===== src/rtl/wb_machine_timer_pkg.sv =====
// Shared constants for the Wishbone machine timer: bus widths, register
// offsets, CTRL field positions and the byte-lane merge helper.
package wb_machine_timer_pkg;

  localparam int XLEN             = 32;
  localparam int XLEN_BYTES       = XLEN / 8;
  localparam int MM_REG_ADDR_BITS = 8;
  localparam int PRESCALE_W       = 16;

  localparam int unsigned DEFAULT_BASE_ADDR = 0;

  localparam logic [2:0] OFF_MTIME_LO    = 3'd0;
  localparam logic [2:0] OFF_MTIME_HI    = 3'd1;
  localparam logic [2:0] OFF_MTIMECMP_LO = 3'd2;
  localparam logic [2:0] OFF_MTIMECMP_HI = 3'd3;
  localparam logic [2:0] OFF_CTRL        = 3'd4;
  localparam logic [2:0] OFF_STATUS      = 3'd5;

  localparam int CTRL_RUN_BIT    = 31;
  localparam int CTRL_IRQ_EN_BIT = 30;

  function automatic logic [XLEN-1:0] apply_sel(input logic [XLEN-1:0] old_val,
                                                input logic [XLEN-1:0] new_val,
                                                input logic [XLEN_BYTES-1:0] sel);
    logic [XLEN-1:0] r;
    r = old_val;
    for (int b = 0; b < XLEN_BYTES; b++) begin
      if (sel[b]) r[8*b +: 8] = new_val[8*b +: 8];
    end
    return r;
  endfunction

endpackage


===== src/rtl/wb_machine_timer_prescaler.sv =====
// Reload down-counter: emits a one-cycle tick every prescale+1 cycles while
// run is high, and freezes while run is low.
module timer_prescaler
  import wb_machine_timer_pkg::*;
#(
  parameter logic [PRESCALE_W-1:0] PRESCALE_RESET = '0
) (
  input  logic                  clk,
  input  logic                  reset_n,
  input  logic                  sync_reset,
  input  logic                  run,
  input  logic [PRESCALE_W-1:0] prescale,
  input  logic                  load,
  input  logic [PRESCALE_W-1:0] load_val,
  output logic                  tick
);

  logic [PRESCALE_W-1:0] cnt;

  assign tick = run && (cnt == '0);

  always_ff @(posedge clk or negedge reset_n) begin
    if (!reset_n) begin
      cnt <= PRESCALE_RESET;
    end else if (sync_reset) begin
      cnt <= PRESCALE_RESET;
    end else if (load) begin
      cnt <= load_val;
    end else if (run) begin
      cnt <= (cnt == '0) ? prescale : cnt - 1'b1;
    end
  end

endmodule


===== src/rtl/wb_machine_timer.sv =====
// Wishbone machine timer: 64-bit mtime with prescaler, 64-bit mtimecmp,
// atomic hi/lo read via a shadow, and a registered level timer interrupt.
module wb_machine_timer
  import wb_machine_timer_pkg::*;
#(
  parameter int unsigned              BASE_ADDR      = DEFAULT_BASE_ADDR,
  parameter logic [PRESCALE_W-1:0]    PRESCALE_RESET = '0
) (
  input  logic                        clk,
  input  logic                        reset_n,
  input  logic                        sync_reset,
  input  logic                        WB_RD_STB_I,
  input  logic [MM_REG_ADDR_BITS-1:0] WB_RD_ADR_I,
  output logic [XLEN-1:0]             WB_RD_DAT_O,
  output logic                        WB_RD_ACK_O,
  input  logic                        WB_WR_STB_I,
  input  logic                        WB_WR_WE_I,
  input  logic [XLEN_BYTES-1:0]       WB_WR_SEL_I,
  input  logic [MM_REG_ADDR_BITS-1:0] WB_WR_ADR_I,
  input  logic [XLEN-1:0]             WB_WR_DAT_I,
  output logic                        WB_WR_ACK_O,
  output logic                        timer_irq
);

  localparam logic [MM_REG_ADDR_BITS:0] BASE_W = (MM_REG_ADDR_BITS+1)'(BASE_ADDR);
  localparam logic [MM_REG_ADDR_BITS:0] LAST_W = BASE_W + (MM_REG_ADDR_BITS+1)'(7);

  logic [63:0]           mtime;
  logic [63:0]           mtimecmp;
  logic [31:0]           hi_shadow;
  logic                  run;
  logic                  irq_en;
  logic [PRESCALE_W-1:0] prescale;
  logic                  cmp_hit;
  logic                  tick;

  // Handshake: a strobe on an in-range address is a complete request; the
  // block never stalls, so ACK is high for exactly the next cycle and read
  // data is non-zero only while ACK is high. Out-of-range strobes are ignored.
  logic [MM_REG_ADDR_BITS:0] rd_adr_ext, wr_adr_ext;
  logic                      rd_hit, wr_hit;
  logic [2:0]                rd_off, wr_off;

  assign rd_adr_ext = {1'b0, WB_RD_ADR_I};
  assign wr_adr_ext = {1'b0, WB_WR_ADR_I};
  assign rd_hit = WB_RD_STB_I && (rd_adr_ext >= BASE_W) && (rd_adr_ext <= LAST_W);
  assign wr_hit = WB_WR_STB_I && WB_WR_WE_I && (wr_adr_ext >= BASE_W) && (wr_adr_ext <= LAST_W);
  // Modulo-8 subtraction of the low bits is exact once the range check passed.
  assign rd_off = WB_RD_ADR_I[2:0] - BASE_W[2:0];
  assign wr_off = WB_WR_ADR_I[2:0] - BASE_W[2:0];

  logic [XLEN-1:0]       ctrl_word;
  logic                  ctrl_wr;
  logic                  run_next, irq_en_next;
  logic [PRESCALE_W-1:0] prescale_next;

  assign ctrl_word     = {run, irq_en, 14'b0, prescale};
  assign ctrl_wr       = wr_hit && (wr_off == OFF_CTRL);
  assign run_next      = WB_WR_SEL_I[3] ? WB_WR_DAT_I[CTRL_RUN_BIT]    : run;
  assign irq_en_next   = WB_WR_SEL_I[3] ? WB_WR_DAT_I[CTRL_IRQ_EN_BIT] : irq_en;
  assign prescale_next = {WB_WR_SEL_I[1] ? WB_WR_DAT_I[15:8] : prescale[15:8],
                          WB_WR_SEL_I[0] ? WB_WR_DAT_I[7:0]  : prescale[7:0]};

  timer_prescaler #(
    .PRESCALE_RESET(PRESCALE_RESET)
  ) u_prescaler (
    .clk       (clk),
    .reset_n   (reset_n),
    .sync_reset(sync_reset),
    .run       (run),
    .prescale  (prescale),
    .load      (ctrl_wr),
    .load_val  (prescale_next),
    .tick      (tick)
  );

  logic [XLEN-1:0] rd_mux;

  always_comb begin
    rd_mux = '0;
    case (rd_off)
      OFF_MTIME_LO:    rd_mux = mtime[31:0];
      OFF_MTIME_HI:    rd_mux = hi_shadow;
      OFF_MTIMECMP_LO: rd_mux = mtimecmp[31:0];
      OFF_MTIMECMP_HI: rd_mux = mtimecmp[63:32];
      OFF_CTRL:        rd_mux = ctrl_word;
      OFF_STATUS:      rd_mux = {{(XLEN-1){1'b0}}, cmp_hit};
      default:         rd_mux = '0;
    endcase
  end

  always_ff @(posedge clk or negedge reset_n) begin
    if (!reset_n) begin
      WB_RD_ACK_O <= 1'b0;
      WB_RD_DAT_O <= '0;
      WB_WR_ACK_O <= 1'b0;
      hi_shadow   <= '0;
    end else if (sync_reset) begin
      WB_RD_ACK_O <= 1'b0;
      WB_RD_DAT_O <= '0;
      WB_WR_ACK_O <= 1'b0;
      hi_shadow   <= '0;
    end else begin
      WB_RD_ACK_O <= rd_hit;
      WB_RD_DAT_O <= rd_hit ? rd_mux : '0;
      WB_WR_ACK_O <= wr_hit;
      if (rd_hit && (rd_off == OFF_MTIME_LO)) hi_shadow <= mtime[63:32];
    end
  end

  always_ff @(posedge clk or negedge reset_n) begin
    if (!reset_n) begin
      run      <= 1'b0;
      irq_en   <= 1'b0;
      prescale <= PRESCALE_RESET;
      mtimecmp <= '1;
    end else if (sync_reset) begin
      run      <= 1'b0;
      irq_en   <= 1'b0;
      prescale <= PRESCALE_RESET;
      mtimecmp <= '1;
    end else if (wr_hit) begin
      if (wr_off == OFF_CTRL) begin
        run      <= run_next;
        irq_en   <= irq_en_next;
        prescale <= prescale_next;
      end
      if (wr_off == OFF_MTIMECMP_LO)
        mtimecmp[31:0] <= apply_sel(mtimecmp[31:0], WB_WR_DAT_I, WB_WR_SEL_I);
      if (wr_off == OFF_MTIMECMP_HI)
        mtimecmp[63:32] <= apply_sel(mtimecmp[63:32], WB_WR_DAT_I, WB_WR_SEL_I);
    end
  end

  // A software write to either mtime half wins over a coincident tick.
  always_ff @(posedge clk or negedge reset_n) begin
    if (!reset_n) begin
      mtime <= '0;
    end else if (sync_reset) begin
      mtime <= '0;
    end else if (wr_hit && (wr_off == OFF_MTIME_LO)) begin
      mtime[31:0] <= apply_sel(mtime[31:0], WB_WR_DAT_I, WB_WR_SEL_I);
    end else if (wr_hit && (wr_off == OFF_MTIME_HI)) begin
      mtime[63:32] <= apply_sel(mtime[63:32], WB_WR_DAT_I, WB_WR_SEL_I);
    end else if (tick) begin
      mtime <= mtime + 64'd1;
    end
  end

  always_ff @(posedge clk or negedge reset_n) begin
    if (!reset_n) begin
      cmp_hit   <= 1'b0;
      timer_irq <= 1'b0;
    end else if (sync_reset) begin
      cmp_hit   <= 1'b0;
      timer_irq <= 1'b0;
    end else begin
      cmp_hit   <= (mtime >= mtimecmp);
      timer_irq <= cmp_hit && irq_en;
    end
  end

endmodule


===== config.mk =====
export PLATFORM = sky130hd
export DESIGN_NAME = wb_machine_timer
export DESIGN_NICKNAME = d
export VERILOG_FILES = /design/src/rtl/wb_machine_timer_pkg.sv /design/src/rtl/wb_machine_timer_prescaler.sv /design/src/rtl/wb_machine_timer.sv
export SDC_FILE = /design/constraint.sdc
export NUM_CORES = 1
export LEC_CHECK = 0
export ABC_AREA = 0
export CORE_UTILIZATION = 60
export DETAILED_ROUTE_END_ITERATION = 12
export PLACE_DENSITY_LB_ADDON = 0.12
export SYNTH_ARGS = -nofsm -noshare
export SYNTH_HDL_FRONTEND = slang
export SYNTH_SLANG_ARGS = --single-unit
export TNS_END_PERCENT = 50

===== constraint.sdc =====
create_clock -name clk -period 5.62 [get_ports clk]
set_input_delay 1.124 -clock clk [delete_from_list [all_inputs] [get_ports clk]]
set_output_delay 1.124 -clock clk [all_outputs]
set_load 0.02 [all_outputs]

Word-level counts from Yosys, hierarchy flattened
Index checks and enable logic that the tools add are counted.
Storage, ports and cells
  bits of input ports: 58
  word-level logic and storage cells: 136
  register bits: 230
Operators by class
  equality and inequality tests: 19
  reductions and logical operators: 44
  order comparisons: 5
  multiplexer cells: 40
  add/sub/neg operators: 2
Operators with widths (count)
  32-bit 2-to-1 mux: 10
  64-bit 2-to-1 mux: 4
  32-bit case mux with 6 select lines: 1
  16-bit 2-to-1 mux: 7
  64-bit by 1-bit adder with 64-bit output (second input constant): 1
  64-bit >= comparator: 1
  3-bit AND reduction: 17
  8-bit 2-to-1 mux: 6
  3-bit != test (second input constant): 9
  2-bit nonzero test: 9
  8-bit by 1-bit >= comparator with 1-bit output (second input constant): 2
  8-bit by 3-bit <= comparator with 1-bit output (second input constant): 2
  16-bit zero test: 1
  16-bit by 1-bit subtractor with 16-bit output (second input constant): 1
  3-bit by 2-bit equality test with 1-bit output (second input constant): 4
  1-bit 2-to-1 mux: 12
  1-bit logical AND: 11
  3-bit equality test (second input constant): 3
  3-bit nonzero test: 3
  3-bit by 1-bit equality test with 1-bit output (second input constant): 2
  3-bit zero test: 2
  2-bit != test (second input constant): 1
  2-bit AND reduction: 1

Depth between registers and ports, before layout
  word-level depth: 7
  mapped depth: 10

By module
Synthesis repeated with hierarchy kept, for this count alone.
Second synthesis, totals
  cells, all modules: 1685
  area, all modules: 14388.8 um^2
By module, submodules not included
  wb_machine_timer: times used 1, cells each 1509, area an instance 12959.9 um^2
  timer_prescaler: times used 1, cells each 176, area an instance 1428.9 um^2

Worst setup path after synthesis
Ideal clock, no wire load.
  path kind: input port to flip-flop
  from: in WB_WR_ADR_I[6]
  to: reg mtime[63]
  stages: 8
  slack: 2457 ps
  library setup time: 126 ps
  buffers on the path: 2
  arrival: 3037 ps
  data required time: 5494 ps
  cell sequence: or4_1 -> buf_2 -> nor4_4 -> and2_1 -> buf_4 -> a21oi_2 -> o21bai_1 -> a221o_1
Between the ends
  longest elaborated chain between the ends: 7
  elaborated cells between the ends (all ways): 13
Ends and longest elaborated chain
  start: declaration: RTL line wb_machine_timer.sv:19  | input logic [MM_REG_ADDR_BITS-1:0] WB_WR_ADR_I,
  8-bit by 1-bit >= comparator with 1-bit output: RTL line wb_machine_timer.sv:47  | assign wr_hit = WB_WR_STB_I && WB_WR_WE_I && (wr_adr_ext >= BASE_W) && (wr_adr_ext <= LAST_W);
  1-bit logical AND: RTL line wb_machine_timer.sv:47
  1-bit logical AND (*): RTL line wb_machine_timer.sv:47
  1-bit logical AND: RTL line wb_machine_timer.sv:143  | end else if (wr_hit && (wr_off == OFF_MTIME_HI)) begin
  32-bit 2-to-1 mux: RTL line wb_machine_timer.sv:143
  32-bit 2-to-1 mux: RTL line wb_machine_timer.sv:141  | end else if (wr_hit && (wr_off == OFF_MTIME_LO)) begin
  64-bit 2-to-1 mux: RTL line wb_machine_timer.sv:139  | end else if (sync_reset) begin
  end signal: assignment: RTL line wb_machine_timer.sv:144  | mtime[63:32] <= apply_sel(mtime[63:32], WB_WR_DAT_I, WB_WR_SEL_I);
  end signal: assignment: RTL line wb_machine_timer.sv:146  | mtime <= mtime + 64'd1;
  end: declaration: RTL line wb_machine_timer.sv:28  | logic [63:0] mtime;
Mark *: on every way between the ends. The rest lies on a longest branch, timed or not. The select of a mux whose other input is x is not followed.
A chain may end at the register's enable or synchronous reset.

Worst setup path after layout
  from: in WB_WR_ADR_I[6]
  to: reg mtimecmp[54]
Between the ends
  longest elaborated chain between the ends: 5
  elaborated cells between the ends (all ways): 6
Ends and longest elaborated chain
  8-bit by 1-bit >= comparator with 1-bit output: RTL line wb_machine_timer.sv:47
  1-bit logical AND: RTL line wb_machine_timer.sv:47
  1-bit logical AND (*): RTL line wb_machine_timer.sv:47
  2-bit nonzero test (no source line) (*)
  3-bit AND reduction (no source line) (*)
  end signal: assignment: RTL line wb_machine_timer.sv:131  | mtimecmp[63:32] <= apply_sel(mtimecmp[63:32], WB_WR_DAT_I, WB_WR_SEL_I);
  end: declaration: RTL line wb_machine_timer.sv:29  | logic [63:0] mtimecmp;
Mark *: on every way between the ends. The rest lies on a longest branch, timed or not.

==> results.sh <==
export IMPL_power_leakage_nw=6.929
export IMPL_r2r_end="mtime[56]$_DFFE_PN0P_"
export IMPL_rr_startpoint="mtime[1]$_DFFE_PN0P_"
export IMPL_cp_arrival_ns=4.54
export IMPL_n_fill_cell=1805
export IMPL_synth_commonest_cells="a21oi_1, dfrtp_1, nor2_1"
export IMPL_critPathTopFamily="compound AO/OA/AOI/OAI gates"
export IMPL_rows=55
export IMPL_port_buffers=92
export IMPL_critPathKind="primary input to register"
export IMPL_critPathRequiredTime_ns=6.06
export IMPL_cpMostUsedCell="o21ai_0"
export IMPL_clk_pin_slew_ns=0.06
export IMPL_rsz0062_at_grt="false"
export IMPL_hold_viol=0
export IMPL_start_kind="primary input"
export IMPL_ctsResizeCount=0
export IMPL_grt_overflow=0
export IMPL_multi_input_area_sq_um=7461
export IMPL_outcome="completed"
export IMPL_insertion_delay_ns=0.54
export IMPL_holdPathEnd="mtimecmp[55]$_DFFE_PN1P_"
export IMPL_power_mw=4.288
export IMPL_ys_types=79
export IMPL_via_per_inst=6.736
export IMPL_p_per_area_nw_per_um2=266.5
export IMPL_critPathMaxFanout=16
export IMPL_cts_inserted_buffers=26
export IMPL_start_util_pct=61.54
export IMPL_fin_area_sq_um=16090
export IMPL_drt_first_pass_iters=6
export IMPL_worst_pin_slew_ns=1.388
export IMPL_die_y_microns=154.9
export IMPL_cts_path_max_buffers=3
export IMPL_end_kind="register"
export IMPL_path_buf_inv=1
export IMPL_cts_setup_buffers=0
export IMPL_die_area_sq_um=23980
export IMPL_synthesis_nets=1744
export IMPL_tns_ns=0
export IMPL_grt_max_degree=129
export IMPL_track_usage_pct=39.48
export IMPL_pin_count=93
export IMPL_worst_r2r_setup_slack_ns=2.03
export IMPL_htreeDepth=1
export IMPL_core_area_sq_um=22780
export IMPL_holdBufCountCts=0
export IMPL_cp_slowest_stage_delay_ns=1.15
export IMPL_yosys_area_top_type="dfrtp_1"
export IMPL_final_setup_skew_ns=0.01432
export IMPL_layout_drive_gt1_share_pct=10.16
export IMPL_drt_antenna_violating_nets=0
export IMPL_synth_most_common_cell="a21oi_1"
export IMPL_antenna_found_initial=3
export IMPL_slowest_stage="o21ai_0"
export IMPL_synth_top_area_share_pct=29.63
export IMPL_utilization_pct=70.62
export IMPL_worstHoldPathType="register to register"
export IMPL_drtIter0Drc=1979
export IMPL_place_gp_congestion=0.9743
export IMPL_first_global_vias=12800
export IMPL_die_x_microns=154.9
export IMPL_placed_cell_area_sq_um=15200
export IMPL_root_buffer="clkbuf_16"
export IMPL_maxCapViolCount=0
export IMPL_seqCellArea_sq_um=5836
export IMPL_via_count=13520
export IMPL_syn_cell_area_sq_um=14020
export IMPL_syn_to_final_growth_pct=14.74
export IMPL_yosysSeqAreaShare_pct=41.63
export IMPL_syn_mean_instance_area_sq_um=8.659
export IMPL_layout_nets=1798
export IMPL_wl_per_cell_microns=23.19
export IMPL_synth_cells=1619
export IMPL_grt_pass1_wl_mm=72.88
export IMPL_maxSlewViolCount=0
export IMPL_hpwl_mm=33.23
export IMPL_synth_area_leaders="dfrtp_1, dfstp_2, a21oi_1"
export IMPL_setup_viol=0
export IMPL_drc_errors=0
export IMPL_r2r_cells=7
export IMPL_hold_start="mtimecmp[55]$_DFFE_PN1P_"
export IMPL_path_cells="clkdlybuf4s50_1 -> nor4_2 -> nand4b_1 -> o21ai_0 -> o21ai_1 -> o21ai_0"
export IMPL_finalCriticalPeriod_ns=4.100
export IMPL_period_share_pct=72.95
export IMPL_ys_flop_type="dfrtp_1"
export IMPL_synth_edf_count=0
export IMPL_synth_warning_count=0
export IMPL_routed_wirelength_mm=46.55
export IMPL_vdd_drop_max_v=0.0002541
export IMPL_ys_seq_elements=230
export IMPL_cts_tree="yes"
export IMPL_cts_sinks=230
export IMPL_relSlewSlack_pct=6.513
export IMPL_async_flop_share_pct=100.0
export IMPL_worstHoldPathCells=2
export IMPL_max_freq_mhz=243.9
area by class of cell:
type | count | area share (%)
Timing Repair Buffer | 124 | 7.312
Inverter | 89 | 2.077
Multi-Input combinational cell | 1202 | 46.38
Clock inverter | 11 | 0.8790
Antenna cell | 1 | 0.01556
Sequential cell | 230 | 36.28
Clock buffer | 37 | 4.620
Tap cell | 313 | 2.435
kinds of logic (layout without fill, tap and decap cells):
family	Yosys count	after routing	synth area share, %
buffers and inverters	187	261	5.373
DFF	230	230	41.63
and+or+nand+nor	557	557	20.03
adders and majority gates	67	67	5.980
other	0	1	0
muxes	33	33	2.365
AOI/OAI and AO/OA	545	545	24.63
per-stage QoR:
step	cells	worst slack [ns]	hold slack, ns
final	2007	1.520	0.4963
after floorplan	1619	2.457	0.4656
after CTS	2006	1.756	0.4935
after global routing	2006	1.413	0.5068
after detailed placement	1958	1.250	0.4850
after global placement	1958	1.407	0.4764
routing by layer:
metal / track usage (%) / routed length (microns) / vias up
met2: 59.45 / 20410 / 811
met3: 9.861 / 5580 / 106
li1: - / - / 6081
met1: 55.79 / 19150 / 6517
met4: 13.01 / 1372 / 4
met5: 0 / 27 / -
cells in the final DEF (no fill, tap or decap), types with 6 or more instances in the layout:
cell type,instances
nor2_1,165
dfstp_2,64
nand2_1,154
a221oi_1,13
o21a_1,7
o21ai_1,33
dfrtp_1,166
a211oi_1,18
nand4_1,32
nand3_1,39
o21ai_0,106
o31ai_1,17
nor4_4,7
buf_4,32
a21oi_1,176
and4_1,10
clkbuf_16,27
and3_1,15
a22oi_1,32
nor3b_1,7
a21o_1,9
a31oi_1,13
inv_1,88
mux2i_1,32
ha_1,67
or3_1,9
o22ai_1,14
a32oi_1,6
a22o_1,33
a222oi_1,8
and2_1,10
or4_1,7
clkdlybuf4s50_1,90
o211ai_1,7
clkbuf_1,7
nor4_1,22
nand2b_1,10
nor3_1,31
tightest hold or removal path, stage by stage (launching register included):
cell and delay, ns:
dfstp_2 0.38, nand2_1 0.05, o21ai_0 0.07
worst max-delay path by stage:
stage	to	from	slack, ns	cells past startpoint
after detailed placement	mtimecmp[59]$_DFFE_PN1P_	WB_WR_ADR_I[6]	1.25	6
final	mtimecmp[54]$_DFFE_PN1P_	WB_WR_ADR_I[6]	1.52	6
after global placement	mtimecmp[61]$_DFFE_PN1P_	WB_WR_ADR_I[6]	1.41	6
after floorplan	mtime[63]$_DFFE_PN0P_	WB_WR_ADR_I[6]	2.46	8
after CTS	mtimecmp[59]$_DFFE_PN1P_	WB_WR_ADR_I[6]	1.76	6
after global routing	mtimecmp[41]$_DFFE_PN1P_	WB_WR_ADR_I[6]	1.41	6
sequential cells by signal (all words and copies together), names as in the netlist:
name and cells:
u_prescaler.cnt 16, prescale 16, hi_shadow 32, WB_RD_DAT_O 32
WB_WR_ACK_O 1, mtime 64, timer_irq 1, irq_en 1
cmp_hit 1, WB_RD_ACK_O 1, mtimecmp 64, run 1
where the power goes:
group / internal (mW) / total, mW / switching [mW]
clock: 1.06 / 1.77 / 0.708
sequential: 1.77 / 1.86 / 0.0958
combinational: 0.237 / 0.659 / 0.422
Power figures use the tool's default switching activity.
